`src/rtl/muldiv_pkg.sv`:
```
// Shared definitions for the RV32M multiply/divide sequencer: op codes, state
// encoding and small op-decoding helpers.
package muldiv_pkg;

    localparam int XLEN_DEFAULT = 32;

    typedef enum logic [2:0] {
        OP_MUL    = 3'b000,
        OP_MULH   = 3'b001,
        OP_MULHSU = 3'b010,
        OP_MULHU  = 3'b011,
        OP_DIV    = 3'b100,
        OP_DIVU   = 3'b101,
        OP_REM    = 3'b110,
        OP_REMU   = 3'b111
    } op_e;

    // Upper three bits are {ready, busy, done}, so the outputs come straight off state flops.
    typedef enum logic [4:0] {
        S_IDLE = 5'b100_00,
        S_MUL  = 5'b010_00,
        S_DIV  = 5'b010_01,
        S_FIX  = 5'b010_10,
        S_DONE = 5'b101_00
    } state_e;

    function automatic logic is_div(op_e op);
        return op[2];
    endfunction

    function automatic logic is_rem(op_e op);
        return (op == OP_REM) || (op == OP_REMU);
    endfunction

    function automatic logic is_signed_a(op_e op);
        return (op == OP_MUL) || (op == OP_MULH) || (op == OP_MULHSU) ||
               (op == OP_DIV) || (op == OP_REM);
    endfunction

    function automatic logic is_signed_b(op_e op);
        return (op == OP_MUL) || (op == OP_MULH) || (op == OP_DIV) || (op == OP_REM);
    endfunction

endpackage

```
`src/rtl/muldiv_div_step.sv`:
```
// One radix-2 restoring division iteration: shift {rem,quo} left, trial-subtract
// the divisor and shift the resulting quotient bit in.
module muldiv_div_step #(
    parameter int XLEN = 32
) (
    input  logic [XLEN-1:0] rem,
    input  logic [XLEN-1:0] quo,
    input  logic [XLEN-1:0] divisor,
    output logic [XLEN-1:0] rem_next,
    output logic [XLEN-1:0] quo_next
);

    logic [XLEN:0]   shifted;
    logic [XLEN+1:0] trial;
    logic            borrow;

    assign shifted = {rem, quo[XLEN-1]};
    // Extra top bit holds the borrow; shifted can exceed XLEN bits when the divisor has its MSB set.
    assign trial   = {1'b0, shifted} - {2'b00, divisor};
    assign borrow  = trial[XLEN+1];

    assign rem_next = borrow ? XLEN'(shifted) : XLEN'(trial);
    assign quo_next = {quo[XLEN-2:0], ~borrow};

endmodule

```
`src/rtl/muldiv_seq.sv`:
```
// Multi-cycle RV32M sequencer: registered product for MUL*, radix-2 restoring loop
// for DIV/REM, with single-cycle resolution of divide-by-zero and signed overflow.
module muldiv_seq
    import muldiv_pkg::*;
#(
    parameter int XLEN        = XLEN_DEFAULT,
    parameter int MUL_LATENCY = 1
) (
    input  logic            clk,
    input  logic            rst,
    input  logic            start,
    input  logic [2:0]      op,
    input  logic [XLEN-1:0] rs1,
    input  logic [XLEN-1:0] rs2,
    input  logic            flush,
    output logic            ready,
    output logic            busy,
    output logic            done,
    output logic [XLEN-1:0] result
);

    localparam int CNT_MAX = (XLEN > MUL_LATENCY) ? XLEN : MUL_LATENCY;
    localparam int CNT_W   = $clog2(CNT_MAX + 1);
    localparam logic [CNT_W-1:0] CNT_ONE = CNT_W'(1);

    state_e            state;
    logic [CNT_W-1:0]  cnt;
    op_e               op_q;
    logic [XLEN-1:0]   a_q, b_q, rem_q;
    logic              a_neg, b_neg;

    op_e               op_in;
    logic              a_neg_in, b_neg_in, div_zero, div_ovf;
    logic [XLEN-1:0]   special_res, mul_res, div_res, rem_n, quo_n;
    logic [2*XLEN-1:0] prod_comb, prod_tail;

    assign op_in    = op_e'(op);
    assign a_neg_in = is_signed_a(op_in) & rs1[XLEN-1];
    assign b_neg_in = is_signed_b(op_in) & rs2[XLEN-1];
    assign div_zero = (rs2 == '0);
    assign div_ovf  = is_signed_a(op_in) & (rs1 == {1'b1, {(XLEN-1){1'b0}}}) & (&rs2);

    always_comb begin
        if (div_zero) special_res = is_rem(op_in) ? rs1 : '1;
        else          special_res = is_rem(op_in) ? '0  : rs1;
    end

    // Sign-extending both operands to 2*XLEN makes one unsigned multiply serve all four signedness cases.
    assign prod_comb = {{XLEN{a_neg}}, a_q} * {{XLEN{b_neg}}, b_q};

    generate
        if (MUL_LATENCY == 1) begin : g_no_pipe
            assign prod_tail = prod_comb;
        end else begin : g_pipe
            logic [2*XLEN-1:0] pipe_q [MUL_LATENCY-1];
            always_ff @(posedge clk) begin
                pipe_q[0] <= prod_comb;
                for (int i = 1; i < MUL_LATENCY - 1; i++) pipe_q[i] <= pipe_q[i-1];
            end
            assign prod_tail = pipe_q[MUL_LATENCY-2];
        end
    endgenerate

    assign mul_res = (op_q == OP_MUL) ? prod_tail[XLEN-1:0] : prod_tail[2*XLEN-1:XLEN];
    assign div_res = is_rem(op_q) ? (a_neg ? -rem_q : rem_q)
                                  : ((a_neg ^ b_neg) ? -a_q : a_q);

    muldiv_div_step #(.XLEN(XLEN)) u_step (
        .rem      (rem_q),
        .quo      (a_q),
        .divisor  (b_q),
        .rem_next (rem_n),
        .quo_next (quo_n)
    );

    // NOTE: operand, remainder and sign registers are not reset; state gates every use of them.
    always_ff @(posedge clk) begin
        if (rst) begin
            state  <= S_IDLE;
            cnt    <= '0;
            result <= '0;
        end else if (flush) begin
            state <= S_IDLE;
            cnt   <= '0;
        end else begin
            unique case (state)
                S_IDLE, S_DONE: begin
                    if (start) begin
                        op_q  <= op_in;
                        a_neg <= a_neg_in;
                        b_neg <= b_neg_in;
                        rem_q <= '0;
                        if (!is_div(op_in)) begin
                            state <= S_MUL;
                            cnt   <= CNT_W'(MUL_LATENCY);
                            a_q   <= rs1;
                            b_q   <= rs2;
                        end else if (div_zero || div_ovf) begin
                            state  <= S_DONE;
                            result <= special_res;
                        end else begin
                            state <= S_DIV;
                            cnt   <= CNT_W'(XLEN);
                            a_q   <= a_neg_in ? -rs1 : rs1;
                            b_q   <= b_neg_in ? -rs2 : rs2;
                        end
                    end else begin
                        state <= S_IDLE;
                    end
                end
                S_MUL: begin
                    cnt <= cnt - CNT_ONE;
                    if (cnt == CNT_ONE) begin
                        state  <= S_DONE;
                        result <= mul_res;
                    end
                end
                S_DIV: begin
                    a_q   <= quo_n;
                    rem_q <= rem_n;
                    cnt   <= cnt - CNT_ONE;
                    if (cnt == CNT_ONE) state <= S_FIX;
                end
                S_FIX: begin
                    state  <= S_DONE;
                    result <= div_res;
                end
                default: state <= S_IDLE;
            endcase
        end
    end

    assign ready = state[4];
    assign busy  = state[3];
    assign done  = state[2];

endmodule

```
`config.mk`:
```
export PLATFORM = sky130hd
export DESIGN_NAME = muldiv_seq
export DESIGN_NICKNAME = d
export VERILOG_FILES = /design/src/rtl/muldiv_pkg.sv /design/src/rtl/muldiv_div_step.sv /design/src/rtl/muldiv_seq.sv
export SDC_FILE = /design/constraint.sdc
export NUM_CORES = 2
export LEC_CHECK = 0
export ABC_CLOCK_PERIOD_IN_PS = 20800
export CORE_MARGIN = 2
export CORE_UTILIZATION = 40
export CTS_BUF_LIST = sky130_fd_sc_hd__clkbuf_4
export DETAILED_ROUTE_END_ITERATION = 10
export PLACE_DENSITY = 0.62
export SKIP_CTS_REPAIR_TIMING = 1
export SLEW_MARGIN = 30
export SYNTH_ARGS = -nofsm -noshare
export SYNTH_HDL_FRONTEND = slang
export SYNTH_SLANG_ARGS = --single-unit
```
`constraint.sdc`:
```
create_clock -name clk -period 20.8 [get_ports clk]
set_input_delay 6.24 -clock clk [delete_from_list [all_inputs] [get_ports clk]]
set_output_delay 6.24 -clock clk [all_outputs]
set_load 0.03 [all_outputs]
```
# [After elaboration in Yosys (flattened, before gate mapping)]
# Index checks and enable logic that the tools add are counted.
[word_totals] reg_bits=144 inputBits=71 output_inout_bits=35 word_cells=104
[classes] n_addsub=6 n_mul=1 eq_ne=21 n_mux=33 bitwise_logic=8 n_reduce_logical=26
[ops] cell="2-to-1 mux 32 bit" n=20
[ops] cell="negator 32 bit" n=4
[ops] cell="one-hot mux 32 bit (2 select lines)" n=2
[ops] cell="one-hot mux 32 bit (3 select lines)" n=1
[ops] cell="multiplier 33 x 33 -> 64 bit" n=1
[ops] cell="subtractor 33 x 32 -> 34 bit" n=1
[ops] cell="== test 32 bit, second input constant" n=1
[ops] cell="logical NOT 32 bit" n=1
[ops] cell="AND reduction 32 bit" n=1
[ops] cell="2-to-1 mux 5 bit" n=5
[ops] cell="one-hot mux 5 bit (4 select lines)" n=1
[ops] cell="2-to-1 mux 6 bit" n=3
[ops] cell="== test 3 bit, second input constant" n=5
[ops] cell="== test 5 x 4 -> 1 bit, second input constant" n=3
[ops] cell="!= test 2 bit, second input constant" n=6
[ops] cell="one-hot mux 6 bit (2 select lines)" n=1
[ops] cell="== test 5 bit, second input constant" n=2
[ops] cell="AND reduction 5 bit" n=2
[ops] cell="logical OR 1 bit" n=9
[ops] cell="AND reduction 4 bit" n=2
[ops] cell="== test 6 x 1 -> 1 bit, second input constant" n=1
[ops] cell="logical NOT 3 bit" n=2
[ops] cell="AND reduction 6 bit" n=1
[ops] cell="OR reduction 2 bit" n=3
[ops] cell="other kinds (11)" n=17

# [Depth between registers and ports, before layout]
[depth] depth_word=12 ltp_mapped=31 depth_no_buf=28

# [Modules after synthesis]
# Synthesis repeated with hierarchy kept, for this count alone.
[hier_totals] cells_unflattened=5703 hier_area_um2=50571.0
[by_module_without_submodules] module="muldiv_seq" n_inst=1 cells_per_inst=5299 area_per_inst_um2=47908.4 seq_area_each_um2=3893.7
[by_module_without_submodules] module="muldiv_div_step" n_inst=1 cells_per_inst=404 area_per_inst_um2=2662.6 seq_area_each_um2=0.0

# [Least setup slack after synthesis]
# No wires, ideal clock.
[synth_path] path_kind="input-to-reg" from="input rst" to="register a_q[0], enable pin" setup_ps=470 arrival_ps=10996 t_required_ps=20330 setup_slack_ps=9333 cell_stages=5 path_cell_list="buf_2 > or2_2 > clkbuf_1 > a21oi_1 > a21boi_0"
[synth_between] elab_chain_cells=2
[synth_lines] item="start, declared" line_no="muldiv_seq.sv:10" source="input logic rst,"
[synth_lines] item="inverter 1 bit (no line)"
[synth_lines] item="AND reduction 5 bit (no line)"
[synth_lines] item="end signal, assigned" line_no="muldiv_seq.sv:96" source="a_q <= rs1;"
[synth_lines] item="end signal, assigned" line_no="muldiv_seq.sv:104" source="a_q <= a_neg_in ? -rs1 : rs1;"
[synth_lines] item="end signal, assigned" line_no="muldiv_seq.sv:119" source="a_q <= quo_n;"
[synth_lines] item="end, declared" line_no="muldiv_seq.sv:29" source="logic [XLEN-1:0] a_q, b_q, rem_q;"
# No other way between the ends.
# A chain may end at the register's enable or synchronous reset.

# [Worst setup path in the final report]
[layout_path] from="register b_q[1]" to="register result[27]"
[layout_between] elab_chain_cells=4
[layout_lines] item="start, declared" line_no="muldiv_seq.sv:29"
[layout_lines] item="start signal, assigned" line_no="muldiv_seq.sv:97" source="b_q <= rs2;"
[layout_lines] item="start signal, assigned" line_no="muldiv_seq.sv:105" source="b_q <= b_neg_in ? -rs2 : rs2;"
[layout_lines] item="multiplier 33 x 33 -> 64 bit" line_no="muldiv_seq.sv:49" source="assign prod_comb = {{XLEN{a_neg}}, a_q} * {{XLEN{b_neg}}, b_q};"
[layout_lines] item="2-to-1 mux 32 bit" line_no="muldiv_seq.sv:64" source="assign mul_res = (op_q == OP_MUL) ? prod_tail[XLEN-1:0] : prod_tail[2*XLEN-1:XLEN];"
[layout_lines] item="2-to-1 mux 32 bit" line_no="muldiv_seq.sv:113" source="if (cnt == CNT_ONE) begin"
[layout_lines] item="one-hot mux 32 bit (3 select lines)" line_no="muldiv_seq.sv:86" source="unique case (state)"
[layout_lines] item="end signal, assigned" line_no="muldiv_seq.sv:100" source="result <= special_res;"
[layout_lines] item="end signal, assigned" line_no="muldiv_seq.sv:115" source="result <= mul_res;"
[layout_lines] item="end signal, assigned" line_no="muldiv_seq.sv:126" source="result <= div_res;"
[layout_lines] item="end, declared" line_no="muldiv_seq.sv:19" source="output logic [XLEN-1:0] result"
# No other way between the ends. The select of a mux whose other input is x is not followed.

==> run summary <==
The flow ran to the end, and the final reports show no timing, DRC or antenna violations. The count of boundary I/O pins came out at approximately 110. The fmax is 99.6 MHz. The count of routing violations after the opening detailed-route iteration came out at roughly 3500. The minimum clock period came out at about 10 ns. For this run, the number of Yosys warnings is 0. The post-layout instance count excluding filler cells came out at just over 7000. The capture point of the worst reg-to-reg path is result[27]. The per-cell routed wire length came out at 22.3 um. For the worst flop-to-flop path, the logic depth is 25. The effective utilization at floorplan is about two fifths. Summing every instance area after synthesis gives between 0.04 and 0.05 sq mm. The count of clock tree sinks came out at approximately 140. The number of iterations in the first detailed-routing pass came out at 5.

TritonCTS built the clock tree. After legalization and detailed placement, the total HPWL measured approximately 130 mm. The setup skew after layout came out at ~0.038 ns. The worst setup path is captured at a flop. After technology mapping, the gate count stands at 5606.

The max-capacitance violation count is 0. The post-synthesis async set-or-reset flop share came out at 0%. The nature of the critical path startpoint is a flop. The final total negative setup slack is 0 ns. After synthesis, the most frequently instantiated cells are inv_1 (1199), fa_1 (1126), nand2_1 (667).

The dominant cell type by area after synthesis is fa_1. The critical hold path startpoint is result[21]. In this run the critical register-to-register path is launched from b_q[1]. The most common cell in the synthesized netlist is inv_1. The cell row count came out at approximately 130. For this run, the leading register cell type out of synthesis is edfxtp_1. The clock passes through at most 2 buffers. The hold violation total from the final report is 0.

The instance count along the most critical hold path is 2. The worst hold endpoint is result[21]. The number of synthesized flops with an enable pin came out at 101. The later pin in the worst-skew pair is clocked with a latency of around 0.65 ns. The register area share after synthesis is under 10%. Along the worst path, the maximum fanout reaches 20. The number of antenna violations at the first check in global routing came out at 12. The share of the synthesized area in the top cell type came out at between 40% and 50%. The final cycle utilization of the critical path came out at approximately 48%. The largest net degree at the start of global routing is around 100. The clock-pin slew reported for the worst setup and hold paths after clock tree synthesis is 0.15 ns. In the post-synthesis netlist, the biggest area contributors are fa_1 (46%), inv_1 (9.1%), ha_1 (6.4%), edfxtp_1 (6.1%), and2_1 (5.8%).

The data arrival time at the worst-slack endpoint is roughly 11 ns. The total wire length is 160 mm. The final count of negative-setup-slack endpoints came out at 0.

The width of the chip is ~360 um. The total count of max-transition violations in the final report came out at 0. The transition at the pin with the smallest max-transition slack came out at roughly 1.0 ns. Setup repair after global routing left no endpoint under its margin. Measured against its own limit, the worst slew margin works out to 31.4%.

The flop-to-flop setup slack came out at ~11 ns. The die outline height came out at ~360 um. The layout cell share with drive strength beyond 1 is under 10%. The final-stage net count is about 7000. The total die area is approximately 0.13 sq mm.

In the routed layout, each cell is associated on average with a via count of ~5.4. On the critical path, the stage with the largest delay is an instance of edfxtp_1. Including well taps, the total number of placed cells is between 7000 and 8000. The synthesis-stage register bit count is approximately 140. After detailed routing, the number of remaining DRC violations is 0. The area growth from synthesis to final layout came out at 6.17%. The count of vias placed by the detailed router came out at around 39000. The number of buffers inserted by port buffering is 105. The count of nets left with antenna violations after detail routing is 0. The mean instance size in the synthesized netlist is between 8 and 9 sq um. The deepest level of the CTS H-tree came out at 4. The core region is about 0.12 sq mm.

The overall fraction of global-route tracks in use is roughly a quarter. The first global-routing pass estimated between 200 and 250 mm of wire. In this design, the critical path's most frequently occurring cell is fa_1.

The worst endpoint required time is approximately 21 ns. In this run the clock root is driven by a clkbuf_4. The synthesized netlist contains 80 unique library cells. The number of buffers inserted during clock tree synthesis is 17. The type of the worst setup path is reg -> reg. For this run the aggregate overflow at the end of global routing stands at 0. In this run the worst hold path is classified as reg -> reg.

The number of nets handed over by synthesis was around 7100. The critical path's largest stage delay is 0.96 ns. The number of global-route vias before repair was 40644. The routability congestion estimate came out at slightly below 1.
## area by class of cell
cell class / count / area (sq um)
clock inverter: 15 / 186
inverter: 1203 / 4520
timing repair buffer: 196 / 1760
clock buffer: 17 / 128
fill: 12294 / 70800
multi-input combinational: 3947 / 40000
tap: 1637 / 2050
antenna: 5 / 12.5
sequential: 144 / 3890
## routing by layer
layer	vias up	wire, um	global-route usage [%]
met4	10	7420	10.1
met3	341	13000	4.45
met5	-	163	0.642
li1	16772	-	-
met2	1653	73500	41.6
met1	20120	65500	34.9
## worst max path at each step
stage	end	depth (start not counted)	slack, ns	from
6_report	result[27]	25	10.76	b_q[1]
4_1_cts	result[27]	25	10.82	b_q[1]
3_5_place_dp	result[19]	14	10.34	rs1[1]
3_3_place_gp	result[19]	14	10.46	rs1[1]
2_1_floorplan	a_q[0]	5	9.33	rst
5_1_grt	result[27]	25	10.31	b_q[1]
## cell usage in the layout, fill, tap and decap left out, types with 20 or more instances in the layout
master              n
inv_1            1199
fa_1             1126
nand2_1           665
and2_1            458
nor2_1            306
ha_1              252
a21oi_1           228
xnor2_1           122
o21ai_0           116
clkdlybuf4s50_1   105
edfxtp_1          101
buf_4              89
xor2_1             83
nor3_1             69
nor2b_1            46
dfxtp_1            43
a21o_1             38
nand3_1            34
o31ai_1            32
a31oi_1            23
nand2b_1           21
a211oi_1           21
o21a_1             20
## flip-flops by register name, summed over array words and instances (netlist names)
register  flops
b_neg         1
state         5
a_q          32
result       32
rem_q        32
op_q          3
cnt           6
a_neg         1
b_q          32
## cell families after synthesis
group	Yosys count	share of synthesized area (%)
AO/OA/AOI/OAI	631	8.05
flip-flops	144	7.87
buffers and inverters	1515	11.5
multiplexers	11	0.227
adder cells (fa/ha/maj)	1378	51.9
XOR/XNOR	206	3.64
AND/OR/NAND/NOR	1721	16.8
## worst max-delay path, delay by kind of cell (launching register included)
family	cells	cell delay, ns
compound gates	6	1.74
fa+ha+maj	9	5.22
buf+inv	5	0.96
flops	1	0.96
simple gates	5	1.05
## through the flow
step                      hold WS, ns  instance area [sq um]  util, %  worst slack, ns
after floorplan                 0.474                  49500        -             9.33
after detailed placement        0.459                  52200     42.3            10.34
after CTS                       0.494                  52500     42.6            10.82
after global routing            0.520                  52500     42.6            10.31
final                           0.500                  52600     42.6            10.76
after global placement          0.463                  52200     42.3            10.46
Power is left out: the tool's default activity adds up to more than one toggle a clock period on the data nets, which glitch-free logic cannot reach.
